$ cat src/rtl/mem_arbiter_if.sv
// Bundles the fetch/data requester handshakes and the memory pins seen by mem_arbiter.
// The arbiter uses the slave modport; requesters and the memory sit on the master side.
interface mem_arbiter_if;
  logic        i_req;
  logic [31:0] i_addr;
  logic [31:0] i_rdata;
  logic        i_done;
  logic        i_err;

  logic        d_req;
  logic        d_we;
  logic [31:0] d_addr;
  logic [31:0] d_wdata;
  logic [31:0] d_rdata;
  logic        d_done;
  logic        d_err;

  logic [31:0] mem_A;
  logic [31:0] mem_WD;
  logic        mem_we;
  logic [31:0] mem_RD;

  logic        busy;

  modport slave (
    input  i_req, i_addr,
    input  d_req, d_we, d_addr, d_wdata,
    input  mem_RD,
    output i_rdata, i_done, i_err,
    output d_rdata, d_done, d_err,
    output mem_A, mem_WD, mem_we,
    output busy
  );

  modport master (
    output i_req, i_addr,
    output d_req, d_we, d_addr, d_wdata,
    output mem_RD,
    input  i_rdata, i_done, i_err,
    input  d_rdata, d_done, d_err,
    input  mem_A, mem_WD, mem_we,
    input  busy
  );
endinterface

$ cat src/rtl/mem_arbiter.sv
// Shares one single-port memory between fetch (I) and load/store (D), one transaction at a time.
// Define ARB_ROUND_ROBIN_EN for alternating tie-breaks; otherwise D always beats I.
module mem_arbiter #(
  parameter int MEM_DEPTH   = 1024,
  parameter int WAIT_CYCLES = 1
) (
  input logic          clk,
  input logic          reset,
  mem_arbiter_if.slave bus
);

  localparam logic [1:0]  IDLE   = 2'd0;
  localparam logic [1:0]  ACCESS = 2'd1;
  localparam logic [1:0]  RESP   = 2'd2;

  localparam logic [3:0]  CNT_INIT    = 4'(WAIT_CYCLES - 1);
  localparam logic [29:0] DEPTH_WORDS = 30'(MEM_DEPTH);

  logic [1:0]  state;
  logic [3:0]  cnt;
  logic        owner_d;
  logic        lat_we;
  logic        lat_err;
  logic [31:0] lat_addr;
  logic [31:0] lat_wdata;
  logic [31:0] i_rdata_q;
  logic [31:0] d_rdata_q;

  logic        req_any;
  logic        grant_d;
  logic [31:0] sel_addr;
  logic        sel_err;
  logic        in_access;
  logic        in_resp;

  assign req_any = bus.i_req | bus.d_req;

`ifdef ARB_ROUND_ROBIN_EN
  // last_grant_d starts at D so that the first tie after reset goes to fetch.
  logic last_grant_d;

  assign grant_d = bus.d_req & (~bus.i_req | ~last_grant_d);

  always_ff @(posedge clk) begin
    if (reset) begin
      last_grant_d <= 1'b1;
    end else if (state == IDLE && req_any) begin
      last_grant_d <= grant_d;
    end
  end
`else
  assign grant_d = bus.d_req;
`endif

  assign sel_addr = grant_d ? bus.d_addr : bus.i_addr;
  assign sel_err  = (sel_addr[1:0] != 2'b00) || (sel_addr[31:2] >= DEPTH_WORDS);

  // Failed checks skip ACCESS entirely so a bad store can never touch memory.
  always_ff @(posedge clk) begin
    if (reset) begin
      state     <= IDLE;
      cnt       <= 4'd0;
      owner_d   <= 1'b0;
      lat_we    <= 1'b0;
      lat_err   <= 1'b0;
      lat_addr  <= 32'd0;
      lat_wdata <= 32'd0;
      i_rdata_q <= 32'd0;
      d_rdata_q <= 32'd0;
    end else begin
      case (state)
        IDLE: begin
          if (req_any) begin
            owner_d   <= grant_d;
            lat_addr  <= sel_addr;
            lat_we    <= grant_d & bus.d_we;
            lat_wdata <= grant_d ? bus.d_wdata : 32'd0;
            lat_err   <= sel_err;
            cnt       <= CNT_INIT;
            state     <= sel_err ? RESP : ACCESS;
          end
        end
        ACCESS: begin
          if (cnt == 4'd0) begin
            if (!lat_we) begin
              if (owner_d) begin
                d_rdata_q <= bus.mem_RD;
              end else begin
                i_rdata_q <= bus.mem_RD;
              end
            end
            state <= RESP;
          end else begin
            cnt <= cnt - 4'd1;
          end
        end
        RESP: begin
          state <= IDLE;
        end
        default: begin
          state <= IDLE;
        end
      endcase
    end
  end

  assign in_access = (state == ACCESS);
  assign in_resp   = (state == RESP);

  // Memory pins are zeroed outside ACCESS; the write strobe fires only on the final ACCESS cycle.
  assign bus.mem_A   = in_access ? lat_addr  : 32'd0;
  assign bus.mem_WD  = in_access ? lat_wdata : 32'd0;
  assign bus.mem_we  = in_access && (cnt == 4'd0) && lat_we;

  assign bus.i_done  = in_resp && !owner_d;
  assign bus.d_done  = in_resp &&  owner_d;
  assign bus.i_err   = in_resp && !owner_d && lat_err;
  assign bus.d_err   = in_resp &&  owner_d && lat_err;
  assign bus.i_rdata = i_rdata_q;
  assign bus.d_rdata = d_rdata_q;
  assign bus.busy    = (state != IDLE);

endmodule

$ cat src/flat_wrapper.sv
// flat-port wrapper written by rule: the top's interface ports become plain ports
module mem_arbiter_flat 
#(
  parameter int MEM_DEPTH   = 1024,
  parameter int WAIT_CYCLES = 1
)
  (clk, reset, bus_i_req, bus_i_addr, bus_d_req, bus_d_we, bus_d_addr, bus_d_wdata, bus_mem_RD, bus_i_rdata, bus_i_done, bus_i_err, bus_d_rdata, bus_d_done, bus_d_err, bus_mem_A, bus_mem_WD, bus_mem_we, bus_busy);
  mem_arbiter_if bus_i ();
  input logic clk;
  input logic reset;
  input wire logic [$bits(bus_i.i_req)-1:0] bus_i_req;
  input wire logic [$bits(bus_i.i_addr)-1:0] bus_i_addr;
  input wire logic [$bits(bus_i.d_req)-1:0] bus_d_req;
  input wire logic [$bits(bus_i.d_we)-1:0] bus_d_we;
  input wire logic [$bits(bus_i.d_addr)-1:0] bus_d_addr;
  input wire logic [$bits(bus_i.d_wdata)-1:0] bus_d_wdata;
  input wire logic [$bits(bus_i.mem_RD)-1:0] bus_mem_RD;
  output wire logic [$bits(bus_i.i_rdata)-1:0] bus_i_rdata;
  output wire logic [$bits(bus_i.i_done)-1:0] bus_i_done;
  output wire logic [$bits(bus_i.i_err)-1:0] bus_i_err;
  output wire logic [$bits(bus_i.d_rdata)-1:0] bus_d_rdata;
  output wire logic [$bits(bus_i.d_done)-1:0] bus_d_done;
  output wire logic [$bits(bus_i.d_err)-1:0] bus_d_err;
  output wire logic [$bits(bus_i.mem_A)-1:0] bus_mem_A;
  output wire logic [$bits(bus_i.mem_WD)-1:0] bus_mem_WD;
  output wire logic [$bits(bus_i.mem_we)-1:0] bus_mem_we;
  output wire logic [$bits(bus_i.busy)-1:0] bus_busy;
  assign bus_i.i_req = bus_i_req;
  assign bus_i.i_addr = bus_i_addr;
  assign bus_i.d_req = bus_d_req;
  assign bus_i.d_we = bus_d_we;
  assign bus_i.d_addr = bus_d_addr;
  assign bus_i.d_wdata = bus_d_wdata;
  assign bus_i.mem_RD = bus_mem_RD;
  assign bus_i_rdata = bus_i.i_rdata;
  assign bus_i_done = bus_i.i_done;
  assign bus_i_err = bus_i.i_err;
  assign bus_d_rdata = bus_i.d_rdata;
  assign bus_d_done = bus_i.d_done;
  assign bus_d_err = bus_i.d_err;
  assign bus_mem_A = bus_i.mem_A;
  assign bus_mem_WD = bus_i.mem_WD;
  assign bus_mem_we = bus_i.mem_we;
  assign bus_busy = bus_i.busy;
  mem_arbiter #(.MEM_DEPTH(MEM_DEPTH), .WAIT_CYCLES(WAIT_CYCLES)) u_core (.clk(clk), .reset(reset), .bus(bus_i));
endmodule
$ cat config.mk
export PLATFORM = sky130hd
export DESIGN_NAME = mem_arbiter_flat
export DESIGN_NICKNAME = d
export VERILOG_FILES = /design/src/rtl/mem_arbiter_if.sv /design/src/rtl/mem_arbiter.sv /design/src/flat_wrapper.sv
export SDC_FILE = /design/constraint.sdc
export NUM_CORES = 1
export LEC_CHECK = 0
export CORE_ASPECT_RATIO = 2
export CORE_MARGIN = 2
export CORE_UTILIZATION = 44
export CTS_CLUSTER_SIZE = 20
export DETAILED_ROUTE_END_ITERATION = 10
export GPL_TIMING_DRIVEN = 0
export PLACE_DENSITY = 0.85
export REMOVE_ABC_BUFFERS = 1
export SLEW_MARGIN = 30
export SYNTH_ARGS = -nofsm -noshare
export SYNTH_HDL_FRONTEND = slang
export SYNTH_SLANG_ARGS = --single-unit
$ cat constraint.sdc
create_clock -name clk -period 3.5 [get_ports clk]
set_input_delay 0.7 -clock clk [delete_from_list [all_inputs] [get_ports clk]]
set_output_delay 0.7 -clock clk [all_outputs]
set_load 0.05 [all_outputs]
After elaboration in Yosys (flattened, before gate mapping)

Index checks and enable logic that the tools add are counted.

Logic and storage cells: 49
Bits in writable memories: 0
Bits of input ports: 133
Output and inout port bits: 134
Register bits: 137
Memories: 0
Bits in latches: 0
Bits in read-only memories: 0

Muxes and demuxes: 11
Reductions and logical operators: 18
Div/mod/pow operators: 0
Magnitude comparators: 1
Shift-type cells: 0
Equality and inequality tests: 5
Bitwise operators: 4
Multiply operators: 0
Add/sub/neg operators: 1

Operators with widths:

| kind                 | number |
|---|---|
| $mux 32              | 4 |
| $ge 30x11->1 const B | 1 |
| $mux 4               | 2 |
| $pmux 4 s2           | 1 |
| $reduce_and 4->1     | 2 |
| $logic_and 1x1->1    | 6 |
| $mux 2               | 3 |
| $reduce_bool 2->1    | 3 |
| $logic_not 4->1      | 1 |
| $ne 2x2->1 const B   | 2 |
| $pmux 2 s2           | 1 |
| $reduce_and 2->1     | 2 |
| $sub 4x1->4 const B  | 1 |
| $reduce_and 3->1     | 1 |
| $eq 2x1->1 const B   | 1 |
| $eq 2x2->1 const B   | 1 |
| $logic_not 2->1      | 1 |
| $ne 2x1->1 const B   | 1 |
| $not 1->1            | 2 |
| $and 1x1->1          | 1 |
| $logic_not 1->1      | 1 |
| $logic_or 1x1->1     | 1 |
| $or 1x1->1           | 1 |

Longest topological paths before layout

Word-level depth: 6
Mapped depth: 8
Depth with buffers taken out: 6

Worst setup path before layout

Ideal clock, no wire load.

Kind: register to output
Start point: reg u_core.state[1]
End point: out bus_i_err
Path buffers: 0
Path slack: 0.663 ns
Required time: 2.800 ns
Cell stages (with the launch flop): 3
Arrival time: 2.137 ns
Path through: dfxtp_1 > nor3b_1 > and2_1

Longest elaborated chain between the ends: 3

RTL lines:

| what                   | RTL line           | text |
|---|---|---|
| start, declared        | mem_arbiter.sv:19  | `logic [1:0] state;` |
| start signal, assigned | mem_arbiter.sv:80  | `state <= sel_err ? RESP : ACCESS;` |
| $eq 2x2->1             | mem_arbiter.sv:108 | `assign in_resp = (state == RESP);` |
| $logic_and 1x1->1      | n/a                |  |
| net bus_i_done         | flat_wrapper.sv:19 | `output wire logic [$bits(bus_i.i_done)-1:0] bus_i_done;` |
| $logic_and 1x1->1      | mem_arbiter.sv:117 | `assign bus.i_err = in_resp && !owner_d && lat_err;` |
| end, declared          | flat_wrapper.sv:20 | `output wire logic [$bits(bus_i.i_err)-1:0] bus_i_err;` |

The timed path passes the listed nets, and every way through them passes these cells.

Final worst setup path

Start point: reg u_core.state[0]
End point: out bus_mem_A[14]

Longest elaborated chain between the ends: 2

RTL lines:

| what          | RTL line           | text |
|---|---|---|
| $eq 2x1->1    | mem_arbiter.sv:107 | `assign in_access = (state == ACCESS);` |
| $mux 32       | mem_arbiter.sv:111 | `assign bus.mem_A = in_access ? lat_addr : 32'd0;` |
| end, declared | flat_wrapper.sv:24 | `output wire logic [$bits(bus_i.mem_A)-1:0] bus_mem_A;` |

No other way between the ends.

==> impl_metrics.ini <==
[route]
vias = 5598
wl_per_cell_um = 17.3
firstDrtPassIters = 4
drtAntennaViolNets = 0
via_per_inst = 5.32
drc = 0
routed_wl_um = 18200
drt-initial-drc-count = 211

[layout]
stdcell_area_sq_um = 9160
layout-drive-gt1-share_pct = 10.1
syn2layout_area_growth_pct = 61.6
num_antenna_cells = 0
nets = 1023

[synthesis]
synth_top_family_by_area = simple AND/OR/NAND/NOR gates
synthSimpleGateAreaFrac_pct = 24.4
syn_avg_cell_area_sq_um = 8.90
ys_warn_count = 0
synth_xor_area_share_pct = 0
syn_area_sq_um = 5670
synth_compound_area_share_pct = 16.6
syn_inst = 637
ys_ff_latch = 137
synth-edff-count = 0
ys_types = 44
post_synth_fa_ha_maj_area_fraction_pct = 0.221
synthFlopType = dfxtp_1
synth_async_sr_flop_share_pct = 0
synth_seq_area_share_pct = 48.4
synthMuxAreaShare_pct = 5.83

[clock_tree]
tritoncts = built
cts_sinks = 137
cts.reportedPaths.clkPinSlew_ns = 0.06
cts_buffers = 17
post-cts-setup-buffer-count = 0
cts_max_path_buffers = 2
worstSkewPairLatency_ns = 0.41
cts_hold_buffers = 0
cts-root-buf = clkbuf_16
htree_levels = 4

[run]
drv_cap = 0

[sta]
hold_viol = 0
period_share_pct = 92.7
slew_viol_final = 0
slew_headroom_pct = 60.3
finalSetupViolCount = 0
worst_pin_slew_ns = 0.593
period_needed_ns = 3.24
fin_hold_ws_ns = 0.453
rsz0062_at_grt = false
skew_ns = 0.0119
timing.fmax_mhz = 308

[floorplanning]
start_util_pct = 45.2
pin_count = 267
die_h_um = 165
row_count = 58
die_width_um = 84.3
die-area_sq_um = 13900
core_region_area_sq_um = 12600

[global_route]
overflow = 0
antenna_found_initial = 0
grt_pass1_wl_um = 28000
grt_max_degree = 64
grt_pass1_vias = 5759
grt_use_total_pct = 25.4

[worst_setup_path]
path_max_fanout = 37
max_stage_delay_ns = 0.86
path_depth = 4
crit_chain = nor2b_4 > buf_16 > and2_1 > clkdlybuf4s50_1
endpoint = bus_mem_A[14]
rrSetupSlack_ns = 1.10
r2r_end = u_core.bus.i_rdata[13]
crit_slowest_cell = clkdlybuf4s50_1
cp_data_arrival_time_ns = 2.54
path_class = reg -> out
critical_path.startpoint = u_core.state[0]
cp_top_family = buffers and inverters
cp-start-kind = register
r2r-start = u_core.cnt[0]
reg2reg_depth = 7
cp-end-kind = output pin
required_ns = 2.80
critPathBufInv = 2

[power]
worst_ir_drop_vdd_mv = 0.369
power_density_nw_per_um2 = 411
total_power_w = 0.00377
leakagePower_nw = 3.39

[place]
port_buffers = 266
gp_congestion = 0.876
hpwlAfterDp_um = 13700
placed_area_sq_um = 8580

[worst_hold_path]
worstHoldStart = u_core.bus.d_rdata[20]
min_path_type = reg -> reg

[outcome]
status = complete, no violations
## per-layer routing
layer	global-route usage, %	vias up	wire length, um
li1	-	2694	-
met1	24.3	2592	6060
met2	46.6	242	9850
met3	6.70	70	1040
met4	17.2	0	1250
met5	0	-	0
## cells in the final DEF (no fill, tap or decap), types with 2 or more instances in the layout
| cell type | n |
|---|---|
| nor2_1 | 38 |
| inv_6 | 7 |
| nand4_1 | 2 |
| nor4_1 | 9 |
| inv_1 | 3 |
| mux2i_1 | 33 |
| nor2_4 | 2 |
| or3_1 | 2 |
| clkbuf_16 | 17 |
| dfxtp_1 | 137 |
| a22o_1 | 33 |
| buf_16 | 6 |
| a21oi_1 | 68 |
| inv_8 | 2 |
| nand2_2 | 30 |
| nand2b_1 | 2 |
| nor3_1 | 4 |
| and2_1 | 66 |
| clkdlybuf4s50_1 | 264 |
| clkinvlp_4 | 2 |
| buf_4 | 5 |
| a211oi_1 | 32 |
| nand2_1 | 101 |
| buf_6 | 4 |
## report_power, final
part	internal, W	switching, W
clock	0.000956	0.000749
sequential	0.00162	0.0000368
combinational	0.000233	0.000171
## synthesized netlist by cell type, types with 2 or more instances
master	number	area, sq um
mux2i_1	33	330
nand2_1	101	379
clkbuf_1	26	97.6
inv_1	3	11.3
nor3b_1	2	15.0
nor2_1	40	150
nand4_1	2	12.5
a21oi_1	68	340
nand2b_1	2	12.5
dfxtp_1	137	2740
buf_4	2	15.0
buf_2	17	85.1
a211oi_1	32	240
and2_1	66	413
a22o_1	33	289
or3_1	2	12.5
nor4_1	9	56.3
nand2_2	30	188
buf_6	4	45.0
nor3_1	4	20.0
## through the flow
stage	worst slack (ns)	std cells	util [%]	setup TNS [ns]
after floorplan	-1.08	587	-	-36.86
after global placement	-4.50	1003	65.9	-418.81
after detailed placement	0.548	1019	68.3	0
after CTS	0.0974	1051	72.9	0
after global routing	0.154	1052	73.0	0
final	0.257	1052	73.0	0
## worst min-delay path by stage
stage,endpoint,slack [ns],cells past startpoint
after floorplan,u_core.lat_err,0.43,2
after CTS,u_core.bus.d_rdata[9],0.46,2
after global routing,u_core.bus.i_rdata[8],0.48,2
final,u_core.bus.d_rdata[20],0.45,2
after detailed placement,u_core.bus.d_rdata[9],0.45,2
after global placement,u_core.bus.d_rdata[12],0.44,2
## logic make-up after synthesis
kind of cell	count (synthesis)
buffers and inverters	53
AND/OR/NAND/NOR	271
multiplexers	33
flip-flops	137
adder cells (fa/ha/maj)	1
AO/OA/AOI/OAI	142
## state kept, by name (all words and copies together), names as in the netlist
name and count:
u_core.bus.d_rdata 32, u_core.owner_d 1, u_core.cnt 4, u_core.lat_we 1, u_core.lat_wdata 32, u_core.bus.i_rdata 32, u_core.lat_err 1, u_core.lat_addr 32
u_core.state 2
## repair_timing
action,CTS,global route
setup endpoints to repair,0,10
resized for setup,0,1
hold endpoints to repair,0,0
## layout make-up
class	count	area, sq um
tap	150	188
clock inverter	14	129
multi-input combinational	448	2720
inverter	3	11.3
clock buffer	18	439
sequential	137	2740
timing repair buffer	282	2930
fill	909	3390
## worst reg2reg max path, stage by stage (launching register included)
cell	delay, ns
dfxtp_1	0.35
inv_1	0.08
ha_1	0.17
or3b_4	0.43
or4_2	0.82
buf_12	0.28
nand2_2	0.09
a21oi_1	0.06
No activity file was read; power rests on OpenSTA's default activity.
